### src/rtl/mp_add_seq_if.sv
`default_nettype none
// ============================================================================
// Module      : mp_add_seq_if
// Description : Handshake bundle for the slice-serial multi-precision adder.
// Revision    : 1.0 - initial release
// ============================================================================
interface mp_add_seq_if #(
  parameter int W = 8
);
  logic         start;
  logic         cin;
  logic         in_valid;
  logic         in_ready;
  logic [W-1:0] a_slice;
  logic [W-1:0] b_slice;
  logic         out_valid;
  logic         out_ready;
  logic [W-1:0] sum_slice;
  logic         out_last;
  logic         cout;
  logic         busy;
  logic         done;

  modport master (
    output start, cin, in_valid, a_slice, b_slice, out_ready,
    input  in_ready, out_valid, sum_slice, out_last, cout, busy, done
  );

  modport slave (
    input  start, cin, in_valid, a_slice, b_slice, out_ready,
    output in_ready, out_valid, sum_slice, out_last, cout, busy, done
  );
endinterface
`default_nettype wire

### src/rtl/mp_add_seq.sv
`default_nettype none
// ============================================================================
// Module      : mp_add_seq
// Description : Adds two N*W-bit operands one W-bit slice per transfer,
//               LS slice first, rippling the carry between slices.
// Revision    : 1.0 - initial release
// ============================================================================
module mp_add_seq #(
  parameter int W = 8,
  parameter int N = 4
) (
  input  wire logic   clk,
  input  wire logic   rst,
  mp_add_seq_if.slave bus
);

  localparam int CW = $clog2(N);
  localparam logic [CW-1:0] c_LAST = CW'(N - 1);

  typedef enum logic [1:0] {
    S_IDLE  = 2'd0,
    S_RUN   = 2'd1,
    S_FLUSH = 2'd2
  } state_t;

  state_t        r_state;
  state_t        w_state_nxt;
  logic          r_carry;
  logic [CW-1:0] r_cnt;
  logic          r_out_valid;
  logic          r_out_last;
  logic [W-1:0]  r_sum;
  logic          r_cout;
  logic          r_done;

  logic          w_start;
  logic          w_in_ready;
  logic          w_accept;
  logic          w_consume;
  logic          w_last_in;
  logic [W:0]    w_add;

  // Single-entry output register: refill allowed in the same cycle it drains.
  assign w_start    = (r_state == S_IDLE) && bus.start;
  assign w_in_ready = (r_state == S_RUN) && (!r_out_valid || bus.out_ready);
  assign w_accept   = bus.in_valid && w_in_ready;
  assign w_consume  = r_out_valid && bus.out_ready;
  assign w_last_in  = (r_cnt == c_LAST);
  assign w_add      = {1'b0, bus.a_slice} + {1'b0, bus.b_slice} + {{W{1'b0}}, r_carry};

  always_ff @(posedge clk) begin
    if (rst) begin
      r_state <= S_IDLE;
    end else begin
      r_state <= w_state_nxt;
    end
  end

  always_comb begin
    w_state_nxt = r_state;
    case (r_state)
      S_IDLE: begin
        if (bus.start) begin
          w_state_nxt = S_RUN;
        end
      end
      S_RUN: begin
        if (w_accept && w_last_in) begin
          w_state_nxt = S_FLUSH;
        end
      end
      S_FLUSH: begin
        if (w_consume) begin
          w_state_nxt = S_IDLE;
        end
      end
      default: w_state_nxt = S_IDLE;
    endcase
  end

  always_ff @(posedge clk) begin
    if (rst) begin
      r_carry     <= 1'b0;
      r_cnt       <= '0;
      r_out_valid <= 1'b0;
      r_out_last  <= 1'b0;
      r_sum       <= '0;
      r_cout      <= 1'b0;
      r_done      <= 1'b0;
    end else begin
      r_done <= 1'b0;
      if (w_start) begin
        r_carry <= bus.cin;
        r_cnt   <= '0;
        r_cout  <= 1'b0;
      end
      if (w_accept) begin
        r_sum       <= w_add[W-1:0];
        r_carry     <= w_add[W];
        r_out_last  <= w_last_in;
        r_out_valid <= 1'b1;
        r_cnt       <= w_last_in ? '0 : r_cnt + CW'(1);
        if (w_last_in) begin
          r_cout <= w_add[W];
        end
      end else if (w_consume) begin
        r_out_valid <= 1'b0;
        r_out_last  <= 1'b0;
      end
      // In FLUSH the only slice left in the register is the last one.
      if (w_consume && (r_state == S_FLUSH)) begin
        r_done <= 1'b1;
      end
    end
  end

  assign bus.in_ready  = w_in_ready;
  assign bus.out_valid = r_out_valid;
  assign bus.sum_slice = r_sum;
  assign bus.out_last  = r_out_last;
  assign bus.cout      = r_cout;
  assign bus.busy      = (r_state != S_IDLE);
  assign bus.done      = r_done;

endmodule
`default_nettype wire

### src/flat_wrapper.sv
// flat-port wrapper written by rule: the top's interface ports become plain ports
module mp_add_seq_flat 
#(
  parameter int W = 8,
  parameter int N = 4
)
  (clk, rst, bus_start, bus_cin, bus_in_valid, bus_a_slice, bus_b_slice, bus_out_ready, bus_in_ready, bus_out_valid, bus_sum_slice, bus_out_last, bus_cout, bus_busy, bus_done);
  mp_add_seq_if #(.W(W)) bus_i ();
  input  wire logic clk;
  input  wire logic rst;
  input wire logic [$bits(bus_i.start)-1:0] bus_start;
  input wire logic [$bits(bus_i.cin)-1:0] bus_cin;
  input wire logic [$bits(bus_i.in_valid)-1:0] bus_in_valid;
  input wire logic [$bits(bus_i.a_slice)-1:0] bus_a_slice;
  input wire logic [$bits(bus_i.b_slice)-1:0] bus_b_slice;
  input wire logic [$bits(bus_i.out_ready)-1:0] bus_out_ready;
  output wire logic [$bits(bus_i.in_ready)-1:0] bus_in_ready;
  output wire logic [$bits(bus_i.out_valid)-1:0] bus_out_valid;
  output wire logic [$bits(bus_i.sum_slice)-1:0] bus_sum_slice;
  output wire logic [$bits(bus_i.out_last)-1:0] bus_out_last;
  output wire logic [$bits(bus_i.cout)-1:0] bus_cout;
  output wire logic [$bits(bus_i.busy)-1:0] bus_busy;
  output wire logic [$bits(bus_i.done)-1:0] bus_done;
  assign bus_i.start = bus_start;
  assign bus_i.cin = bus_cin;
  assign bus_i.in_valid = bus_in_valid;
  assign bus_i.a_slice = bus_a_slice;
  assign bus_i.b_slice = bus_b_slice;
  assign bus_i.out_ready = bus_out_ready;
  assign bus_in_ready = bus_i.in_ready;
  assign bus_out_valid = bus_i.out_valid;
  assign bus_sum_slice = bus_i.sum_slice;
  assign bus_out_last = bus_i.out_last;
  assign bus_cout = bus_i.cout;
  assign bus_busy = bus_i.busy;
  assign bus_done = bus_i.done;
  mp_add_seq #(.W(W), .N(N)) u_core (.clk(clk), .rst(rst), .bus(bus_i));
endmodule
### config.mk
export PLATFORM = sky130hd
export DESIGN_NAME = mp_add_seq_flat
export DESIGN_NICKNAME = d
export VERILOG_FILES = /design/src/rtl/mp_add_seq_if.sv /design/src/rtl/mp_add_seq.sv /design/src/flat_wrapper.sv
export SDC_FILE = /design/constraint.sdc
export NUM_CORES = 1
export LEC_CHECK = 0
export CORE_UTILIZATION = 47
export CTS_BUF_LIST = sky130_fd_sc_hd__clkbuf_8
export DETAILED_ROUTE_END_ITERATION = 8
export DONT_BUFFER_PORTS = 1
export PLACE_DENSITY = 0.72
export RECOVER_POWER = 25
export REMOVE_ABC_BUFFERS = 1
export SETUP_SLACK_MARGIN = 0.1
export SYNTH_ARGS = -nofsm -noshare
export SYNTH_HDL_FRONTEND = slang
export SYNTH_SLANG_ARGS = --single-unit
export TNS_END_PERCENT = 10
### constraint.sdc
create_clock -name clk -period 2.56 [get_ports clk]
set_input_delay 0.512 -clock clk [delete_from_list [all_inputs] [get_ports clk]]
set_output_delay 0.512 -clock clk [all_outputs]
set_load 0.005 [all_outputs]
* Word level (Yosys, flattened, before mapping)
Index checks and enable logic that the tools add are counted.
Operators by class: $lt $le $gt $ge 0, shift-type cells 0, div/mod/pow operators 0, multipliers 0, $add $sub $neg 3, muxes and demuxes 16, bitwise operators 0, equality and inequality tests 6, reduce and logical (&&, ||, !) cells 13
Operator list (number):
- $mux W2 | 6
- $add A8 B8 Y9 | 1
- $add A9 B1 Y9 | 1
- $mux W1 | 9
- $logic_and A1 B1 Y1 | 6
- $pmux W2 S3 | 1
- $reduce_bool A2 Y1 | 3
- $eq A2 B2 Y1 const B | 2
- $ne A2 B2 Y1 const B | 2
- $reduce_and A3 Y1 | 1
- $add A2 B1 Y2 const B | 1
- $eq A2 B1 Y1 const B | 1
- $logic_not A2 Y1 | 1
- $ne A2 B1 Y1 const B | 1
- $logic_not A1 Y1 | 1
- $logic_or A1 B1 Y1 | 1
Word-level totals: memory bits (writable) 0, latch bits 0, input port bits 22, bits in registers 17, memories kept 0, word-level logic and storage cells 46, ROM bits 0, output and inout bits 14

* Depth between registers and ports, before layout
Gate-level depths: netlist of run 1.
depth in word-level cells 7, gate-level depth with buffers 8, mapped depth without buffers 8

* Worst setup path before layout of run 1
OpenSTA, ideal clock, no wires.
kind input to register, start point input port bus_b_slice[0], end point register u_core.r_cout (netlist: u_core.bus.cout), setup slack 533 ps, required time 2429 ps, stages 8, setup time 131 ps, data arrival time 1896 ps, buffers on the path 0, cells stage by stage inv_1 fa_1 inv_1 fa_1 a21o_1 a211oi_1 o21a_1 o31ai_1
On the way: word-level cells in the longest chain between the ends 4
RTL lines:
- start: declaration | line flat_wrapper.sv:15 | input wire logic [$bits(bus_i.b_slice)-1:0] bus_b_slice;
- $add A8 B8 Y9 | line mp_add_seq.sv:49 | assign w_add = {1'b0, bus.a_slice} + {1'b0, bus.b_slice} + {{W{1'b0}}, r_carry};
- $add A9 B1 Y9 | line mp_add_seq.sv:49
- $mux W1 | line mp_add_seq.sv:103 | if (w_last_in) begin
- $mux W1 | line mp_add_seq.sv:97 | if (w_accept) begin
- end signal: assignment | line mp_add_seq.sv:104 | r_cout <= w_add[W];
- end: declaration | line mp_add_seq.sv:33 | logic r_cout;
Every way passes these cells. A chain may end at the register's enable or synchronous reset.

* Worst setup path after layout of run 1
start point register u_core.r_carry, end point register u_core.r_carry
On the way: word-level cells in the longest chain between the ends 2
RTL lines:
- start: declaration | line mp_add_seq.sv:28 | logic r_carry;
- start signal: assignment | line mp_add_seq.sv:93 | r_carry <= bus.cin;
- start signal: assignment | line mp_add_seq.sv:99 | r_carry <= w_add[W];
- $add A9 B1 Y9 | line mp_add_seq.sv:49
- $mux W1 | line mp_add_seq.sv:97
Every way passes these cells.

==> results.sh, run 1 <==
export IMPL_finalPower_mw=0.599
export IMPL_powerDensity_mw_per_mm2=551
export IMPL_core_area_sq_mm=0.00200
export IMPL_die_area_sq_mm=0.00237
export IMPL_clock_root_buffer="clkbuf_8"
export IMPL_worst_hold_path_type="in2reg"
export IMPL_status="finished, final reports clean"
export IMPL_ys_top_cells_by_area="dfxtp_1, ha_1, a21oi_1"
export IMPL_grt_setup_unrepaired="false"
export IMPL_cts_tree="yes"
export IMPL_cp_start_kind="register"
export IMPL_yosys_cell_types_count=42
export IMPL_post_cts_resize_count=0
export IMPL_setup_tns_ns=0
export IMPL_skew_ns=0.00305
export IMPL_drive_gt1_frac=0.0796
export IMPL_grt_usage=0.195
export IMPL_clk_path_buf_depth=2
export IMPL_synth_flop_cell="dfxtp_1"
export IMPL_critPathKind="reg2reg"
export IMPL_synth_compound_area_frac=0.194
export IMPL_dp_worst_setup_slack_ns=0.368
export IMPL_port_buffers=0
export IMPL_drt_iter0_markers=13
export IMPL_cp_top_family="compound AO/OA/AOI/OAI gates"
export IMPL_cp_depth=8
export IMPL_worst_slack_ns=0.572
export IMPL_final_util=0.543
export IMPL_critPathSlowestCell="fa_1"
export IMPL_finalHoldViolations=0
export IMPL_drt_total_wl_um=2180
export IMPL_initial_core_util=0.512
export IMPL_postCtsSetupBuffers=0
export IMPL_nets=146
export IMPL_syn_area_per_cell_sq_um=9.07
export IMPL_ys_async_sr_fraction=0
export IMPL_synth_cells=113
export IMPL_max_freq_mhz=503
export IMPL_synth_xor_area_frac=0.0256
export IMPL_die_h_um=48.7
export IMPL_worst_slew_pin_slew_ns=0.417
export IMPL_crit_required_ns=2.69
export IMPL_clk_latency_ns=0.26
export IMPL_yosysTopAreaCellShare=0.332
export IMPL_firstDrtPassIters=4
export IMPL_grtUsageMet2=0.313
export IMPL_rr_endpoint="u_core.r_carry$_SDFFE_PP0P_"
export IMPL_rows=16
export IMPL_ys_seq_elements=17
export IMPL_gp_congestion=0.834
export IMPL_synth_simple_area_share=0.270
export IMPL_cap_violations=0
export IMPL_syn_area_sq_mm=0.00102
export IMPL_clk_pin_slew_ns=0.07
export IMPL_yosys_warnings=0
export IMPL_r2r_cells=8
export IMPL_h_tree_depth=1
export IMPL_postCtsHoldBufs=0
export IMPL_path_max_fanout=3
export IMPL_synth_common_cells="dfxtp_1, a21oi_1, ha_1, nand2_1, nand3b_1"
export IMPL_avgRoutedWirePerCell_um=15.6
export IMPL_antenna_found_initial=0
export IMPL_numCtsBuffers=3
export IMPL_gr_max_usage_layer="met2"
export IMPL_crit_path_end_kind="register"
export IMPL_worstPathCellList="inv_1 -> fa_1 -> inv_1 -> fa_1 -> a21o_1 -> a211oi_1 -> o21a_1 -> a21oi_1"
export IMPL_synth_edff_count=0
export IMPL_grt_first_pass_wirelength_um=3490
export IMPL_grt_pass1_vias=723
export IMPL_seq_area_frac_synth=0.332
export IMPL_leakagePower_nw=0.435
export IMPL_grt_max_degree=23
export IMPL_synth_adder_area_share=0.137
export IMPL_rr_startpoint="u_core.r_carry$_SDFFE_PP0P_"
export IMPL_cts_sinks=17
export IMPL_diodes=0
export IMPL_slew_violations=0
export IMPL_met3_usage=0.0346
export IMPL_gr_usage_met1=0.234
export IMPL_whs_ns=0.317
export IMPL_dp_hpwl_um=1610
export IMPL_fin_crit_sh=0.777
export IMPL_ant_nets=0
export IMPL_crit_start="u_core.r_carry$_SDFFE_PP0P_"
export IMPL_ir_worst_vdd_v=0.000250
export IMPL_yosys_area_top_type="dfxtp_1"
export IMPL_num_io_pins=36
export IMPL_yosysMostFrequentCell="dfxtp_1"
export IMPL_setup_viol=0
export IMPL_drc=0
export IMPL_vias_per_cell=5.93
export IMPL_critPathBufInv=2
export IMPL_ff2ff_setup_slack_ns=0.57
export IMPL_crit_end="u_core.r_carry$_SDFFE_PP0P_"
export IMPL_synthMuxAreaShare=0.00977
export IMPL_chipWidth_um=48.7
export IMPL_area_growth_pct=6.10
export IMPL_relSlewSlack=0.721
export IMPL_period_needed_ns=1.99
export IMPL_gr_total_overflow=0
export IMPL_slowest_delay_ns=0.40
export IMPL_synth_top_family_by_area="simple AND/OR/NAND/NOR gates"
export IMPL_via_count=830
export IMPL_arrival_ns=2.12
kinds of logic after synthesis:
kind of cell	count (synthesis)
flip-flops	17
XOR/XNOR	3
adder cells (fa/ha/maj)	10
multiplexers	1
buffers and inverters	8
AO/OA/AOI/OAI	30
AND/OR/NAND/NOR	44
how the worst min path moves through the flow:
stage | from | end | slack [ns] | depth (start not counted)
detailed placement | u_core.bus.sum_slice[1]$_SDFFE_PP0P_ | u_core.bus.sum_slice[1]$_SDFFE_PP0P_ | 0.47 | 2
CTS | rst | u_core.r_state[1]$_SDFFE_PP0P_ | 0.31 | 1
global placement | u_core.r_cnt[1]$_SDFFE_PP0P_ | u_core.r_cnt[1]$_SDFFE_PP0P_ | 0.45 | 2
finish | rst | u_core.r_state[1]$_SDFFE_PP0P_ | 0.32 | 1
global route | rst | u_core.r_state[1]$_SDFFE_PP0P_ | 0.31 | 1
floorplan | u_core.r_cnt[1]$_SDFFE_PP0P_ | u_core.r_cnt[1]$_SDFFE_PP0P_ | 0.45 | 2
flip-flops by register name (all words and copies together) (netlist names):
name,cells
u_core.r_carry,1
u_core.r_state,2
u_core.bus.done,1
u_core.bus.out_last,1
u_core.r_cnt,2
u_core.bus.cout,1
u_core.bus.sum_slice,8
u_core.bus.out_valid,1
cell type report:
class                      count  area, sq um
sequential                    17          340
clock buffer                   3         41.3
multi-input combinational     88          652
inverter                       4         15.0
tap                           27         33.8
fill                         201          915
clock inverter                 1         5.00
layout by cell type (no fill, tap or decap), types with 3 or more instances in the layout:
cell      instances
a211oi_1          3
a21o_1            5
a21oi_1          11
clkbuf_8          3
dfxtp_1          17
ha_1              8
inv_1             4
nand2_1           8
nand3_1           5
nand3b_1          6
nand4_1           4
nor2_1            3
o21ai_0           3
metrics by stage:
step	instances	cell area (sq um)
4_1_cts	140	1090
2_1_floorplan	109	1010
6_report	140	1090
5_1_grt	140	1090
3_5_place_dp	136	1040
3_3_place_gp	136	1040
power by group:
| group | internal (mW) | switching [mW] | leakage (nW) |
|---|---|---|---|
| Sequential | 0.277 | 0.0109 | 0.139 |
| Clock | 0.108 | 0.0958 | 0.0255 |
| Combinational | 0.0490 | 0.0578 | 0.271 |
layer usage:
layer | wire (um) | part of all wire
met3 | 116 | 0.053
met1 | 944 | 0.43
met5 | 0 | 0
met4 | 63 | 0.029
met2 | 1060 | 0.48
No activity file was read; power rests on OpenSTA's default activity.
==> run 2: changes to the inputs <==
Settings changed: PLACE_DENSITY 0.72 to 0.74.
Clock period 2.56 ns to 1.8 ns, I/O delays scaled along.
==> run 2 against run 1 <==
Combinational power rose by 63%; sequential share of layout area fell by 1.6 points; wire length fell by 3.5%; power rose by 43%; highest routed layer unchanged; the run now ends with negative setup slack left; maximum frequency rose by 10%; critical path type unchanged; global-route usage fell by 0.27 points; worst hold slack got worse by 0.15 ns; sequential cell count did not move.
==> results.sh, run 2 (same netlist as run 1, synthesis figures left out) <==
export IMPL_status="finished, violations left"
export IMPL_failed_checks="negative setup slack"
export IMPL_die_h_um=48.7
export IMPL_grt_max_degree=23
export IMPL_clk_path_buf_depth=2
export IMPL_ff2ff_setup_slack_ns=-0.007
export IMPL_crit_start="u_core.r_carry$_SDFFE_PP0P_"
export IMPL_path_max_fanout=3
export IMPL_cp_top_family="compound AO/OA/AOI/OAI gates"
export IMPL_cp_start_kind="register"
export IMPL_die_area_sq_mm=0.00237
export IMPL_rr_endpoint="u_core.bus.sum_slice[7]$_SDFFE_PP0P_"
export IMPL_critPathSlowestCell="a2111o_1"
export IMPL_period_needed_ns=1.81
export IMPL_drt_iter0_markers=17
export IMPL_grt_usage=0.193
export IMPL_post_dp_cell_area_sq_mm=0.00108
export IMPL_clock_root_buffer="clkbuf_8"
export IMPL_clk_pin_slew_ns=0.06
export IMPL_vias_per_cell=5.89
export IMPL_port_buffers=0
export IMPL_final_common_cell="dfxtp_1"
export IMPL_drc=0
export IMPL_arrival_ns=2.00
export IMPL_firstDrtPassIters=4
export IMPL_grt_first_pass_wirelength_um=3620
export IMPL_cap_violations=0
export IMPL_chipWidth_um=48.7
export IMPL_crit_required_ns=1.99
export IMPL_clk_latency_ns=0.25
export IMPL_h_tree_depth=1
export IMPL_antenna_found_initial=0
export IMPL_drive_gt1_frac=0.185
export IMPL_relSlewSlack=0.772
export IMPL_num_io_pins=36
export IMPL_layout_common_cells="dfxtp_1, a21oi_1, nand2_1, ha_1"
export IMPL_worstPathCellList="inv_2 -> fa_2 -> buf_4 -> nand3b_1 -> a21o_1 -> a2111o_1 -> nand4_1"
export IMPL_worst_slew_pin_slew_ns=0.339
export IMPL_area_growth_pct=12.3
export IMPL_diodes=0
export IMPL_drt_total_wl_um=2100
export IMPL_gr_total_overflow=0
export IMPL_crit_end="u_core.bus.sum_slice[7]$_SDFFE_PP0P_"
export IMPL_setup_viol=1
export IMPL_via_count=860
export IMPL_largest_reg_flops=8
export IMPL_crit_path_end_kind="register"
export IMPL_numCtsBuffers=3
export IMPL_fin_area_sq_mm=0.00115
export IMPL_skew_ns=0.00208
export IMPL_rr_startpoint="u_core.r_carry$_SDFFE_PP0P_"
export IMPL_fin_crit_sh=1.00
export IMPL_dp_worst_setup_slack_ns=-0.182
export IMPL_max_freq_mhz=553
export IMPL_dp_hpwl_um=1570
export IMPL_worst_hold_path_type="in2reg"
export IMPL_cts_tree="yes"
export IMPL_avgRoutedWirePerCell_um=14.4
export IMPL_cp_depth=7
export IMPL_rows=16
export IMPL_slowest_delay_ns=0.37
export IMPL_r2r_cells=7
export IMPL_worst_slack_ns=-0.00699
export IMPL_grt_setup_unrepaired="true"
export IMPL_cts_sinks=17
export IMPL_slew_violations=0
export IMPL_core_area_sq_mm=0.00200
export IMPL_nets=152
export IMPL_ant_nets=0
export IMPL_ir_worst_vdd_v=0.000341
export IMPL_powerDensity_mw_per_mm2=744
export IMPL_initial_core_util=0.512
export IMPL_grt_pass1_vias=826
export IMPL_finalPower_mw=0.856
export IMPL_leakagePower_nw=0.464
export IMPL_critPathBufInv=2
export IMPL_gp_congestion=0.780
export IMPL_finalHoldViolations=0
export IMPL_critPathKind="reg2reg"
==> run 2: worst register-to-register path, cell delays in order (launching register included) <==
cell and delay [ns]:
dfxtp_2 0.34, inv_2 0.04, fa_2 0.34, buf_4 0.14, nand3b_1 0.21, a21o_1 0.23, a2111o_1 0.37, nand4_1 0.08
==> run 2: what timing repair did <==
action                     CTS  global route
setup buffers                0             1
setup endpoints to repair    5             6
pin swaps                    4             6
cloned                       0             0
gates resized for setup      6             3
hold buffers                 0             0
==> run 2: layer usage <==
metal / up-vias / wire length, um / track usage
li1: 434 / - / -
met3: 5 / 117 / 0.0472
met2: 22 / 1030 / 0.317
met4: 0 / 32 / 0.103
met5: - / 0 / 0
met1: 399 / 924 / 0.230
==> run 2: power breakdown <==
| group | internal, mW | switching (mW) | total [mW] | leakage (nW) |
|---|---|---|---|---|
| Combinational | 0.0844 | 0.0901 | 0.174 | 0.298 |
| Clock | 0.151 | 0.120 | 0.272 | 0.0269 |
| Sequential | 0.395 | 0.0155 | 0.410 | 0.139 |
| Total | 0.630 | 0.226 | 0.856 | 0.464 |
==> run 2: how the worst min path moves through the flow <==
stage	end	slack, ns	from	cells past startpoint
detailed placement	u_core.r_state[1]$_SDFFE_PP0P_	0.43	rst	1
finish	u_core.r_state[1]$_SDFFE_PP0P_	0.17	rst	1
CTS	u_core.r_state[1]$_SDFFE_PP0P_	0.17	rst	1
global route	u_core.bus.out_last$_SDFFE_PP0P_	0.17	rst	1
global placement	u_core.r_cnt[0]$_SDFFE_PP0P_	0.43	rst	1
floorplan	u_core.bus.out_last$_SDFFE_PP0P_	0.43	rst	1
==> run 2: layout make-up <==
type / instances / area [sq um]
tap: 27 / 33.8
timing repair buffer: 6 / 45.0
clock buffer: 3 / 41.3
fill: 188 / 851
sequential: 17 / 342
clock inverter: 1 / 3.75
multi-input combinational: 88 / 671
inverter: 4 / 15.0
==> run 2: through the flow <==
| step | util | hold WS, ns | std cells | TNS, ns |
|---|---|---|---|---|
| 6_report | 0.575 | 0.171 | 146 | -0.00699 |
| 5_1_grt | 0.575 | 0.169 | 146 | -0.320 |
| 4_1_cts | 0.567 | 0.169 | 145 | -0.0473 |
| 3_5_place_dp | 0.539 | 0.434 | 141 | -0.577 |
| 3_3_place_gp | 0.539 | 0.431 | 141 | -0.381 |
| 2_1_floorplan | - | 0.429 | 109 | -0.200 |
